[src/rtl/stop_light_pkg.sv]
// Shared types and helpers for the multi-approach stop-light controller.
package stop_light_pkg;

  typedef enum logic [1:0] {
    GREEN  = 2'd0,
    Y1     = 2'd1,
    ALLRED = 2'd2,
    Y2     = 2'd3
  } sl_state_t;

  function automatic int max3(input int a, input int b, input int c);
    int m;
    m = (a > b) ? a : b;
    return (m > c) ? m : c;
  endfunction

endpackage

[src/rtl/sl_phase_timer.sv]
// Phase down-counter: load has priority, otherwise decrements to zero and holds.
module sl_phase_timer #(
  parameter int W = 3,
  parameter logic [W-1:0] RST_VAL = '0
) (
  input  logic         clk,
  input  logic         reset_n,
  input  logic         load,
  input  logic [W-1:0] load_val,
  input  logic         dec,
  output logic [W-1:0] cnt,
  output logic         done
);

  always_ff @(posedge clk or negedge reset_n) begin
    if (!reset_n) begin
      cnt <= RST_VAL;
    end else if (load) begin
      cnt <= load_val;
    end else if (dec && (cnt != '0)) begin
      cnt <= cnt - W'(1);
    end
  end

  assign done = (cnt == '0);

endmodule

[src/rtl/seq_fsm_stop_light_multi.sv]
// Timed round-robin stop-light controller for NUM_DIRS approaches; at most one
// approach is non-red, phases are timed by sl_phase_timer, state is exposed on state_dbg.
module seq_fsm_stop_light_multi
  import stop_light_pkg::*;
#(
  parameter int NUM_DIRS      = 2,
  parameter int GREEN_CYCLES  = 8,
  parameter int MIN_GREEN     = 2,
  parameter int YELLOW_CYCLES = 3,
  parameter int ALLRED_CYCLES = 1,
  localparam int DW = $clog2(NUM_DIRS)
) (
  input  logic                clk,
  input  logic                reset_n,
  input  logic                starting_yellow,
  input  logic                change,
  output logic [NUM_DIRS-1:0] green_on,
  output logic [NUM_DIRS-1:0] yellow_on,
  output logic [NUM_DIRS-1:0] red_on,
  output logic [DW-1:0]       active_dir,
  output logic [1:0]          state_dbg
);

  localparam int TW = $clog2(max3(GREEN_CYCLES, YELLOW_CYCLES, ALLRED_CYCLES) + 1);

  localparam logic [TW-1:0] G_LOAD = TW'(GREEN_CYCLES - 1);
  localparam logic [TW-1:0] Y_LOAD = TW'(YELLOW_CYCLES - 1);
  localparam logic [TW-1:0] A_LOAD = TW'(ALLRED_CYCLES - 1);
  // Timer value at or below which at least MIN_GREEN green cycles have been shown.
  localparam logic [TW-1:0] CHG_LIMIT = TW'(GREEN_CYCLES - MIN_GREEN);
  localparam logic [DW-1:0] LAST_DIR  = DW'(NUM_DIRS - 1);

  sl_state_t           state, state_next;
  logic [DW-1:0]       dir_next;
  logic                t_load, t_dec, t_done;
  logic [TW-1:0]       t_load_val, t_cnt;
  logic                change_ok;
  logic [NUM_DIRS-1:0] dir_mask;

  sl_phase_timer #(
    .W       (TW),
    .RST_VAL (G_LOAD)
  ) u_timer (
    .clk      (clk),
    .reset_n  (reset_n),
    .load     (t_load),
    .load_val (t_load_val),
    .dec      (t_dec),
    .cnt      (t_cnt),
    .done     (t_done)
  );

  assign change_ok = change && (t_cnt <= CHG_LIMIT);

  always_ff @(posedge clk or negedge reset_n) begin
    if (!reset_n) begin
      state      <= GREEN;
      active_dir <= '0;
    end else begin
      state      <= state_next;
      active_dir <= dir_next;
    end
  end

  always_comb begin
    state_next = state;
    dir_next   = active_dir;
    t_load     = 1'b0;
    t_load_val = '0;
    case (state)
      GREEN: begin
        if (t_done || change_ok) begin
          state_next = Y1;
          t_load     = 1'b1;
          t_load_val = Y_LOAD;
        end
      end
      Y1: begin
        if (t_done) begin
          state_next = ALLRED;
          t_load     = 1'b1;
          t_load_val = A_LOAD;
        end
      end
      ALLRED: begin
        if (t_done) begin
          dir_next = (active_dir == LAST_DIR) ? '0 : active_dir + DW'(1);
          t_load   = 1'b1;
          if (starting_yellow) begin
            state_next = Y2;
            t_load_val = Y_LOAD;
          end else begin
            state_next = GREEN;
            t_load_val = G_LOAD;
          end
        end
      end
      Y2: begin
        if (t_done) begin
          state_next = GREEN;
          t_load     = 1'b1;
          t_load_val = G_LOAD;
        end
      end
      default: begin
        state_next = ALLRED;
        t_load     = 1'b1;
        t_load_val = A_LOAD;
      end
    endcase
    t_dec = ~t_load;
  end

  assign dir_mask = NUM_DIRS'(1) << active_dir;

  always_comb begin
    green_on  = '0;
    yellow_on = '0;
    case (state)
      GREEN:   green_on  = dir_mask;
      Y1, Y2:  yellow_on = dir_mask;
      default: ;
    endcase
  end

  assign red_on    = ~(green_on | yellow_on);
  assign state_dbg = state;

endmodule

[config.mk]
export PLATFORM = sky130hd
export DESIGN_NAME = seq_fsm_stop_light_multi
export DESIGN_NICKNAME = d
export VERILOG_FILES = /design/src/rtl/stop_light_pkg.sv /design/src/rtl/sl_phase_timer.sv /design/src/rtl/seq_fsm_stop_light_multi.sv
export SDC_FILE = /design/constraint.sdc
export NUM_CORES = 1
export LEC_CHECK = 0
export BUFFER_PORTS_ARGS = -buffer_cell sky130_fd_sc_hd__buf_2
export CORE_AREA = 3 3 40 42
export DETAILED_ROUTE_END_ITERATION = 16
export DIE_AREA = 0 0 43 45
export GPL_ROUTABILITY_DRIVEN = 0
export PLACE_DENSITY = 0.53
export SETUP_SLACK_MARGIN = 0.2
export SYNTH_ARGS = -nofsm -noshare
export SYNTH_HDL_FRONTEND = slang
export SYNTH_SLANG_ARGS = --single-unit
[constraint.sdc]
create_clock -name clk -period 1.4 [get_ports clk]
set_input_delay 0 -clock clk [delete_from_list [all_inputs] [get_ports clk]]
set_output_delay 0 -clock clk [all_outputs]
set_load 0.1 [all_outputs]
---- After elaboration in Yosys (flattened, before gate mapping) ----
Cells that the tools add are included.
W data, S select, Z words.
storage, ports and cells
  register bits ........................... 7
operators by class
  multiplexer cells ....................... 19
  shifts and indexed selects .............. 1
  eq/ne operators ......................... 7
  add/subtract/negate cells ............... 2
  reduce and logical (&&, ||, !) cells .... 11
  bitwise logic cells ..................... 3
  magnitude comparators ................... 1
operator list
  kind                   count
  $mux W2                8
  $pmux W4 S4            1
  $mux W3                3
  $mux W4                2
  $ne A2 B2 Y1 const B   4
  $pmux W2 S4            1
  $eq A2 B2 Y1 const B   2
  $le A4 B3 Y1 const B   1
  $logic_not A4 Y1       1
  $reduce_and A4 Y1      1
  $reduce_bool A4 Y1     1
  $sub A4 B1 Y4 const B  1
  $mux W1                3
  $reduce_or A3 Y1       1
  $eq A2 B1 Y1 const B   1
  $logic_and A1 B1 Y1    2
  $logic_not A2 Y1       1
  $not A2 Y2             1
  $or A2 B2 Y2           1
  $pmux W1 S2            1
  $reduce_and A2 Y1      1
  $reduce_bool A2 Y1     1
  $reduce_or A2 Y1       1
  $shl A1 B1 Y2 const A  1
  other kinds (3)        3

---- Depth between registers and ports, before layout ----
Gate-level depths: netlist (run 1).
  depth after elaboration ................. 9
  mapped depth ............................ 5
  mapped depth without buffers ............ 5

---- Cells and area by module ----
A second synthesis (run 1) with hierarchy kept.
second synthesis, totals
  cells, all modules ...................... 57
  area total of the unflattened synthesis .. 513.0 µm²
modules (own cells, without submodules)
  module                    cells each  area an instance (µm²)  instances  seq. area each (µm²)
  sl_phase_timer            27          274.0                   1          103.8
  seq_fsm_stop_light_multi  30          239.0                   1          75.1

---- Worst setup path after synthesis (run 1) ----
OpenSTA, ideal clock, no wires.
  kind .................................... reg2out
  from .................................... register active_dir
  to ...................................... output port green_on[1]
  slack ................................... -1900 ps
  required time ........................... 1400 ps
  arrival time ............................ 3300 ps
  cell stages (with the launch flop) ...... 2
  cells stage by stage .................... dfrtp_1 -> nor3b_1
on the way
  word-level cells in the longest chain between the ends .. 2
ends and longest elaborated chain
  element                   line                             source
  start: declaration        seq_fsm_stop_light_multi.sv:20   output logic [DW-1:0] active_dir,
  start signal: assignment  seq_fsm_stop_light_multi.sv:61   active_dir <= dir_next;
  $shl A1 B1 Y2             seq_fsm_stop_light_multi.sv:114  assign dir_mask = NUM_DIRS'(1) << active_dir;
  $mux W2                   seq_fsm_stop_light_multi.sv:119  case (state)
  end: declaration          seq_fsm_stop_light_multi.sv:17   output logic [NUM_DIRS-1:0] green_on,
Every way passes these cells.

---- Final worst setup path (run 1) ----
  from .................................... register u_timer.cnt[1]
  to ...................................... register state[0], in the netlist state_dbg[0]
on the way
  word-level cells in the longest chain between the ends .. 5
  elaborated cells on any way between the ends .. 9
  classes of those cells .................. order compare: 1; eq/ne: 4; reduce/logical: 4
ends and longest elaborated chain
  element                        line                            source
  start: declaration             sl_phase_timer.sv:11            output logic [W-1:0] cnt,
  start signal: assignment       sl_phase_timer.sv:19            cnt <= load_val;
  start signal: assignment       sl_phase_timer.sv:21            cnt <= cnt - W'(1);
  $le A4 B3 Y1                   seq_fsm_stop_light_multi.sv:53  assign change_ok = change && (t_cnt <= CHG_LIMIT);
  $logic_and A1 B1 Y1            seq_fsm_stop_light_multi.sv:53
  $logic_or A1 B1 Y1             seq_fsm_stop_light_multi.sv:72  if (t_done || change_ok) begin
  $ne A2 B2 Y1 (no line)         --
  $reduce_and A4 Y1 (no line) *  --
  end signal: assignment         seq_fsm_stop_light_multi.sv:60  state <= state_next;
  end: declaration               seq_fsm_stop_light_multi.sv:33  sl_state_t state, state_next;
Every way passes the cells marked *; elsewhere a longest branch is shown, timed or not.
A chain may end at the register's enable or synchronous reset.

==> impl_metrics.py, run 1 <==
metrics = {
    "run_status": {
        "status": "complete, but fails checks",
        "violations": "setup timing",
    },
    "routing": {
        "drtAntennaViolNets": 0,
        "wirelength_um": 1230,
        "dr.pass1.iters": 3,
        "drtIter0Drc": 2,
        "num_vias": 415,
        "route.detailed.drc": 0,
        "avgViaCountPerCell": 5.00,
        "detail_route.wl_per_cell_um": 14.9,
    },
    "yosys": {
        "syn-num-nets": 47,
        "yosys-top-cells-count": "dfrtp_1, inv_1, nand2b_1",
        "synth_seq_cells": 7,
        "ys_seq_area_frac": 0.421,
        "synth_cells": 41,
        "synthArstFlopShare": 1.00,
        "synth_top_area_cell": "dfrtp_1",
        "netlist_area_um2": 425,
        "synth_edf_count": 0,
        "synth.distinct_cells": 24,
        "synth_top_area_frac": 0.235,
        "avgSynthCellArea_um2": 10.4,
        "synth_ff_type": "dfrtp_1",
        "synth_area_leaders": "dfrtp_1, dfstp_2, ha_1",
        "yosys_warnings": 0,
    },
    "cts": {
        "cts_tree": "built",
        "ctsHtreeMaxLevel": 1,
        "clk_pin_slew_ns": 0.05,
        "clock-sinks": 7,
        "clock_path_buffers": 2,
        "cts_inserted_buffers": 3,
        "cts_root_buf": "clkbuf_4",
        "insertion_delay_ns": 0.25,
    },
    "worst_setup_path": {
        "worstPathRequired_ns": 1.53,
        "slowest_delay_ns": 0.56,
        "crit_fanout": 7,
        "crit_type": "register to register",
        "crit_path_top_delay_cell": "dfstp_2",
        "critPathCaptureType": "register",
        "crit_buf_inv": 2,
        "r2r_start": "u_timer.cnt[1]",
        "cp_top_family": "flip-flops",
        "path_cells": "inv_2 -> ha_4 -> nor3b_4 -> buf_4 -> o31a_1",
        "cp.arrival_ns": 1.56,
        "startpoint_type": "register",
        "critPathLaunch": "u_timer.cnt[1]",
    },
    "floorplanning": {
        "coreArea_um2": 1280,
        "fp-row-count": 13,
        "chipWidth_um": 43,
        "start_util": 0.331,
        "die-area_um2": 1940,
        "die_h_um": 45,
        "boundaryPins": 13,
    },
    "timing": {
        "fmax_mhz": 697,
        "slew_headroom": 0.762,
        "period_minus_slack_ns": 1.44,
        "worst_pin_slew_ns": 0.357,
        "whs_ns": 0.116,
        "timing.final.crit_share": 1.03,
        "fin_ws_ns": -0.0353,
        "fin_setup_tns_ns": -0.0406,
        "rsz0062_at_grt": "yes",
        "fin_skew_ns": 0.00541,
        "finalHoldViolCount": 0,
        "slew_violations": 0,
        "setup_viol": 3,
    },
    "grt": {
        "grt_overflow": 0,
        "grt_max_degree": 9,
        "grt_pass1_vias": 413,
        "grt_first_pass_wirelength_um": 1830,
        "antenna_found_initial": 0,
        "grt_usage": 0.132,
    },
    "placement": {
        "dpl-instance-area_um2": 686,
        "hpwl_um": 759,
        "dp_slack_ns": -0.0318,
        "portBuffers": 12,
    },
    "cells_and_area": {
        "synthToLayoutAreaGrowth_pct": 103,
        "layout-drive-gt1-share": 0.750,
        "finalNetCount": 75,
        "final_area_um2": 862,
        "n_fill_cell": 98,
        "diodes": 0,
    },
    "flow_run": {
        "maxCapViolations": 0,
    },
    "min_path": {
        "hold_class": "input port to asynchronous set/reset pin",
    },
}
[layout make-up]
class                   instances  area (µm²)  area share
multi-input cells              29         343       0.398
inverters                       4        15.0      0.0174
flip-flops and latches          7         190       0.221
well taps                      15        18.8      0.0218
clock buffers                   4        26.3      0.0305
repair buffers                 24         269       0.312
[layout by cell type (no fill, tap or decap), types with 2 or more instances in the layout]
cell and n:
buf_4 10, buf_12 6, dfrtp_4 3, clkbuf_4 3
buf_2 3, buf_6 3, dfstp_2 3, nand2b_4 2
inv_2 2, nor3b_4 2, nor2_1 2, nand2b_1 2
inv_1 2
[through the flow]
step,instances,util
after detailed placement,69,0.534
after global routing,83,0.671
after CTS,81,0.636
after floorplan,41,-
final,83,0.671
after global placement,69,0.534
[path summary, 6_finish.rpt]
kind / end / slack, ns / cells past startpoint
max: state_dbg[0] / -0.04 / 5
min: state_dbg[1] / 0.12 / 2
max reg2reg: state_dbg[0] / -0.04 / 5
min reg2reg: state_dbg[0] / 0.61 / 1
max in group asynchronous: u_timer.cnt[1] / 1.05 / 2
min in group clk: u_timer.cnt[2] / 0.13 / 4
[routing by layer]
layer / track usage / wire [µm]
met5: 0 / 0
met4: 0.114 / 21
met3: 0.0398 / 72
met2: 0.225 / 647
met1: 0.132 / 491
[worst register-to-register path: stages (launching register included)]
cell	delay, ns
dfstp_2	0.56
inv_2	0.05
ha_4	0.16
nor3b_4	0.17
buf_4	0.15
o31a_1	0.23
[kinds of logic after synthesis]
family | count (synthesis) | share of synthesized area
xor+xnor | 2 | 0.0412
flops | 7 | 0.421
fa+ha+maj | 2 | 0.0588
buf+inv | 5 | 0.0470
simple gates | 17 | 0.271
mux | 1 | 0.0235
compound gates | 7 | 0.138
[registers in the layout, indices dropped and copies added, names as in the netlist]
register and flops:
active_dir 1, state_dbg 2, u_timer.cnt 4
[repair_timing]
action | CTS | global route
hold buffers | 1 | 0
pin swaps | 6 | 3
gates cloned | 0 | 0
endpoints found under the setup margin | 15 | 12
hold endpoints to repair | 7 | 0
gates resized for setup | 12 | 5
setup buffers | 7 | 2
Power of run 1 is left out: the tool's default activity adds up to more than one toggle a clock period on the data nets, which glitch-free logic cannot reach.
==> run 2, diff against run 1 <==
Settings changed: BUFFER_PORTS_ARGS -buffer_cell sky130_fd_sc_hd__buf_2 to -buffer_cell sky130_fd_sc_hd__buf_4, CORE_AREA 3 3 40 42 to 3 3 42 44, DIE_AREA 0 0 43 45 to 0 0 45 47, PLACE_DENSITY 0.53 to 0.49.
==> run 2 against run 1 <==
Effect of this change: the run now ends clean; setup slack better by 0.059 ns; non-clock buffer count fell by 3; cell area down 2.6%; largest cell class unchanged; register-to-register slack better by 0.06 ns; maximum frequency grew 4.3%.
==> impl_metrics.py, run 2 (synthesized netlist as in run 1, its figures left out) <==
metrics = {
    "timing": {
        "worst_pin_slew_ns": 0.393,
        "slew_headroom": 0.737,
        "setup_viol": 0,
        "period_minus_slack_ns": 1.38,
        "fin_setup_tns_ns": 0,
        "fmax_mhz": 727,
        "rsz0062_at_grt": "yes",
        "slew_violations": 0,
        "finalHoldViolCount": 0,
        "fin_skew_ns": 0.00382,
        "timing.final.crit_share": 0.983,
    },
    "routing": {
        "detail_route.wl_per_cell_um": 13.9,
        "drtAntennaViolNets": 0,
        "route.detailed.drc": 0,
        "wirelength_um": 1120,
        "drtIter0Drc": 0,
        "dr.pass1.iters": 1,
        "avgViaCountPerCell": 4.81,
        "num_vias": 390,
    },
    "floorplanning": {
        "coreArea_um2": 1470,
        "chipWidth_um": 45,
        "boundaryPins": 13,
        "die-area_um2": 2120,
        "start_util": 0.289,
        "die_h_um": 47,
        "fp-row-count": 14,
    },
    "cells_and_area": {
        "largest_register": "u_timer.cnt",
        "finalNonFillerCells": 81,
        "mostFrequentLayoutCell": "buf_4",
        "final_area_um2": 840,
        "layout_common_cells": "buf_4, buf_12, dfrtp_4, clkbuf_4, dfstp_2",
        "largest_register_ffs": 4,
        "diodes": 0,
        "synthToLayoutAreaGrowth_pct": 97.4,
        "n_fill_cell": 127,
        "layout-drive-gt1-share": 0.708,
        "finalNetCount": 72,
        "fin_util": 0.571,
    },
    "flow_run": {
        "maxCapViolations": 0,
    },
    "worst_setup_path": {
        "r2r_start": "u_timer.cnt[0]",
        "rr_endpoint": "state_dbg[0]",
        "path_cells": "inv_4 -> ha_4 -> o21a_4 -> o31a_1",
        "crit_buf_inv": 1,
        "crit_type": "register to register",
        "rr_worst_depth": 4,
        "crit_path_top_delay_cell": "dfstp_2",
        "slowest_delay_ns": 0.55,
        "crit_fanout": 5,
        "rrSetupSlack_ns": 0.02,
        "cp.arrival_ns": 1.51,
        "critPathCaptureType": "register",
        "worstPathRequired_ns": 1.53,
        "startpoint_type": "register",
        "cp_top_family": "flip-flops",
    },
    "cts": {
        "insertion_delay_ns": 0.25,
        "clock-sinks": 7,
        "cts_inserted_buffers": 3,
        "cts_root_buf": "clkbuf_4",
        "clk_pin_slew_ns": 0.05,
        "clock_path_buffers": 2,
        "cts_tree": "built",
        "ctsHtreeMaxLevel": 1,
    },
    "min_path": {
        "hold_depth": 4,
        "min_from": "starting_yellow",
        "hold_class": "input port to register",
        "min_delay_worst_endpoint": "u_timer.cnt[2]",
    },
    "run_status": {
        "status": "completed",
    },
    "placement": {
        "portBuffers": 12,
        "dpl-instance-area_um2": 627,
        "dp.cells": 70,
        "hpwl_um": 782,
    },
    "grt": {
        "antenna_found_initial": 0,
        "grt_first_pass_wirelength_um": 1770,
        "grt_overflow": 0,
        "grt_usage": 0.122,
        "grt_max_degree": 9,
        "grt_pass1_vias": 388,
    },
}
==> run 2: timing repair <==
item / in CTS / in global routing
endpoints found under the setup margin: 13 / 13
hold buffers: 1 / 0
setup buffers: 4 / 2
pin swaps: 8 / 5
endpoints found under the hold margin: 7 / 0
gates resized for setup: 24 / 5
gates cloned: 0 / 0
==> run 2: stage by stage <==
step           setup WS, ns  hold WS [ns]
6_report             0.0236        0.0578
5_1_grt             -0.0533        0.0939
4_1_cts              0.0429        0.0563
3_5_place_dp      -0.000804        -0.180
3_3_place_gp        0.00454        -0.183
2_1_floorplan        -0.249        -0.296
==> run 2: area by class of cell <==
cell class | count | area, µm² | area share
Inverter | 4 | 17.5 | 0.0209
Clock buffer | 4 | 26.3 | 0.0313
Multi-Input combinational cell | 29 | 343 | 0.408
Timing Repair Buffer | 21 | 243 | 0.289
Sequential cell | 7 | 190 | 0.227
Tap cell | 16 | 20.0 | 0.0238
==> run 2: how the worst max path moves through the flow <==
stage          slack (ns)        endpoint  depth (start not counted)            from
2_1_floorplan       -0.25     green_on[1]                          2    state_dbg[0]
3_3_place_gp        0.005  u_timer.cnt[1]                          4  u_timer.cnt[0]
3_5_place_dp      -0.0008    state_dbg[1]                          5  u_timer.cnt[1]
4_1_cts              0.04    state_dbg[0]                          4  u_timer.cnt[0]
5_1_grt             -0.05    state_dbg[1]                          5  u_timer.cnt[0]
6_report             0.02    state_dbg[0]                          4  u_timer.cnt[0]
==> run 2: per-layer routing <==
metal	vias up	wire length, µm	GRT usage
met5	-	0	0
met4	0	0	0.0526
met3	0	70	0.0345
met2	11	595	0.218
met1	188	458	0.136
li1	191	-	-
==> run 2: tightest hold or removal path: stages <==
cell,delay (ns)
buf_4,0.08
nand2b_1,0.06
nand3_2,0.09
o31ai_1,0.07
Power of run 2 is left out for the same reason.
==> run 3, diff against run 2 <==
Settings changed: MAX_ROUTING_LAYER from default to met4.
==> run 3 against run 2 <==
Effect of this change: cell area unchanged; hold slack about the same; global-route usage up 0.40 points; maximum frequency about the same; register-to-register slack about the same; critical path depth unchanged; routed wire length down 0.53%; sequential cell count unchanged; highest routed layer unchanged.
==> impl_metrics.py, run 3 (synthesized netlist as in run 1, its figures left out) <==
metrics = {
    "run_status": {
        "status": "completed",
    },
    "routing": {
        "wl_met1_um": 474,
        "avgViaCountPerCell": 4.84,
        "detail_route.wl_per_cell_um": 13.8,
        "dr_wl_met2_um": 595,
        "dr.pass1.iters": 1,
        "routed.top_layer": "met3",
        "route.detailed.drc": 0,
        "dr_wl_met3_um": 47,
        "drtAntennaViolNets": 0,
        "drtIter0Drc": 0,
        "wirelength_um": 1120,
        "num_vias": 392,
    },
    "cells_and_area": {
        "mostFrequentLayoutCell": "buf_4",
        "largest_register": "u_timer.cnt",
        "multi_input_area_um2": 343,
        "synthToLayoutAreaGrowth_pct": 97.4,
        "layout-drive-gt1-share": 0.708,
        "largest_register_ffs": 4,
        "regArea_um2": 190,
        "n_fill_cell": 127,
        "layout_common_cells": "buf_4, buf_12, dfrtp_4, clkbuf_4, dfstp_2",
        "diodes": 0,
        "finalNetCount": 72,
    },
    "timing": {
        "fin_skew_ns": 0.00380,
        "slew_headroom": 0.737,
        "slew_violations": 0,
        "whs_ns": 0.0578,
        "rsz0062_at_grt": "yes",
        "finalHoldViolCount": 0,
        "timing.final.crit_share": 0.983,
        "period_minus_slack_ns": 1.38,
        "fin_ws_ns": 0.0236,
        "setup_viol": 0,
        "fmax_mhz": 727,
        "worst_pin_slew_ns": 0.394,
    },
    "cts": {
        "cts_inserted_buffers": 3,
        "clock_path_buffers": 2,
        "clock-sinks": 7,
        "cts_tree": "built",
        "clk_pin_slew_ns": 0.05,
        "ctsHtreeMaxLevel": 1,
        "insertion_delay_ns": 0.25,
        "cts_root_buf": "clkbuf_4",
    },
    "min_path": {
        "hold_class": "input port to register",
    },
    "worst_setup_path": {
        "crit_path_top_delay_cell": "dfstp_2",
        "crit_type": "register to register",
        "cp.arrival_ns": 1.51,
        "crit_fanout": 5,
        "critPathCaptureType": "register",
        "path_cells": "inv_4 -> ha_4 -> o21a_4 -> o31a_1",
        "worstPathRequired_ns": 1.53,
        "slowest_delay_ns": 0.55,
        "startpoint_type": "register",
    },
    "floorplanning": {
        "start_util": 0.289,
        "boundaryPins": 13,
        "fp-row-count": 14,
        "coreArea_um2": 1470,
        "die-area_um2": 2120,
        "die_h_um": 47,
        "chipWidth_um": 45,
    },
    "grt": {
        "grt_usage": 0.126,
        "antenna_found_initial": 0,
        "grt_first_pass_wirelength_um": 1770,
        "grt_pass1_vias": 388,
        "grt_max_degree": 9,
        "grt_overflow": 0,
    },
    "placement": {
        "dp_slack_ns": -0.000804,
        "portBuffers": 12,
        "hpwl_um": 782,
    },
    "flow_run": {
        "maxCapViolations": 0,
    },
}
[run 3: area by class of cell]
type                    count  share of cell area
well taps                  16              0.0238
multi-input cells          29               0.408
inverters                   4              0.0209
repair buffers             21               0.289
clock buffers               4              0.0313
flip-flops and latches      7               0.227
[run 3: what timing repair did]
action / 4_1_cts / 5_1_grt
hold buffers: 1 / 0
resized for setup: 24 / 5
setup endpoints to repair: 13 / 13
endpoints found under the hold margin: 7 / 0
pin swaps: 8 / 5
setup buffers: 4 / 2
[run 3: final timing paths]
path                                       from             end  slack (ns)  cells past startpoint
worst max-delay path             u_timer.cnt[0]    state_dbg[0]        0.02                      4
worst min-delay path            starting_yellow  u_timer.cnt[2]        0.06                      4
worst max register to register   u_timer.cnt[0]    state_dbg[0]        0.02                      4
worst min register to register   u_timer.cnt[2]  u_timer.cnt[2]        0.59                      2
max in group asynchronous               reset_n  u_timer.cnt[2]        1.09                      2
min in group asynchronous               reset_n    state_dbg[1]        0.10                      2
[run 3: per-layer routing]
metal / track usage / up-vias
li1: - / 191
met1: 0.143 / 190
met2: 0.218 / 11
met3: 0.0230 / 0
met4: 0.0526 / 0
met5: - / -
[run 3: per-stage QoR]
step	setup TNS [ns]	cells	instance area, µm²	utilization
after floorplan	-0.530	41	513	-
after global routing	-0.0676	81	840	0.571
after detailed placement	-0.000804	70	627	0.426
final	0	81	840	0.571
after CTS	0	79	802	0.545
after global placement	0	70	627	0.426
[run 3: critical path: cells and delay by family (launching register included)]
kind / cells / cell delay, ns
fa+ha+maj: 1 / 0.15
flops: 1 / 0.55
buf+inv: 1 / 0.05
compound gates: 2 / 0.51
Power of run 3 is left out for the same reason.
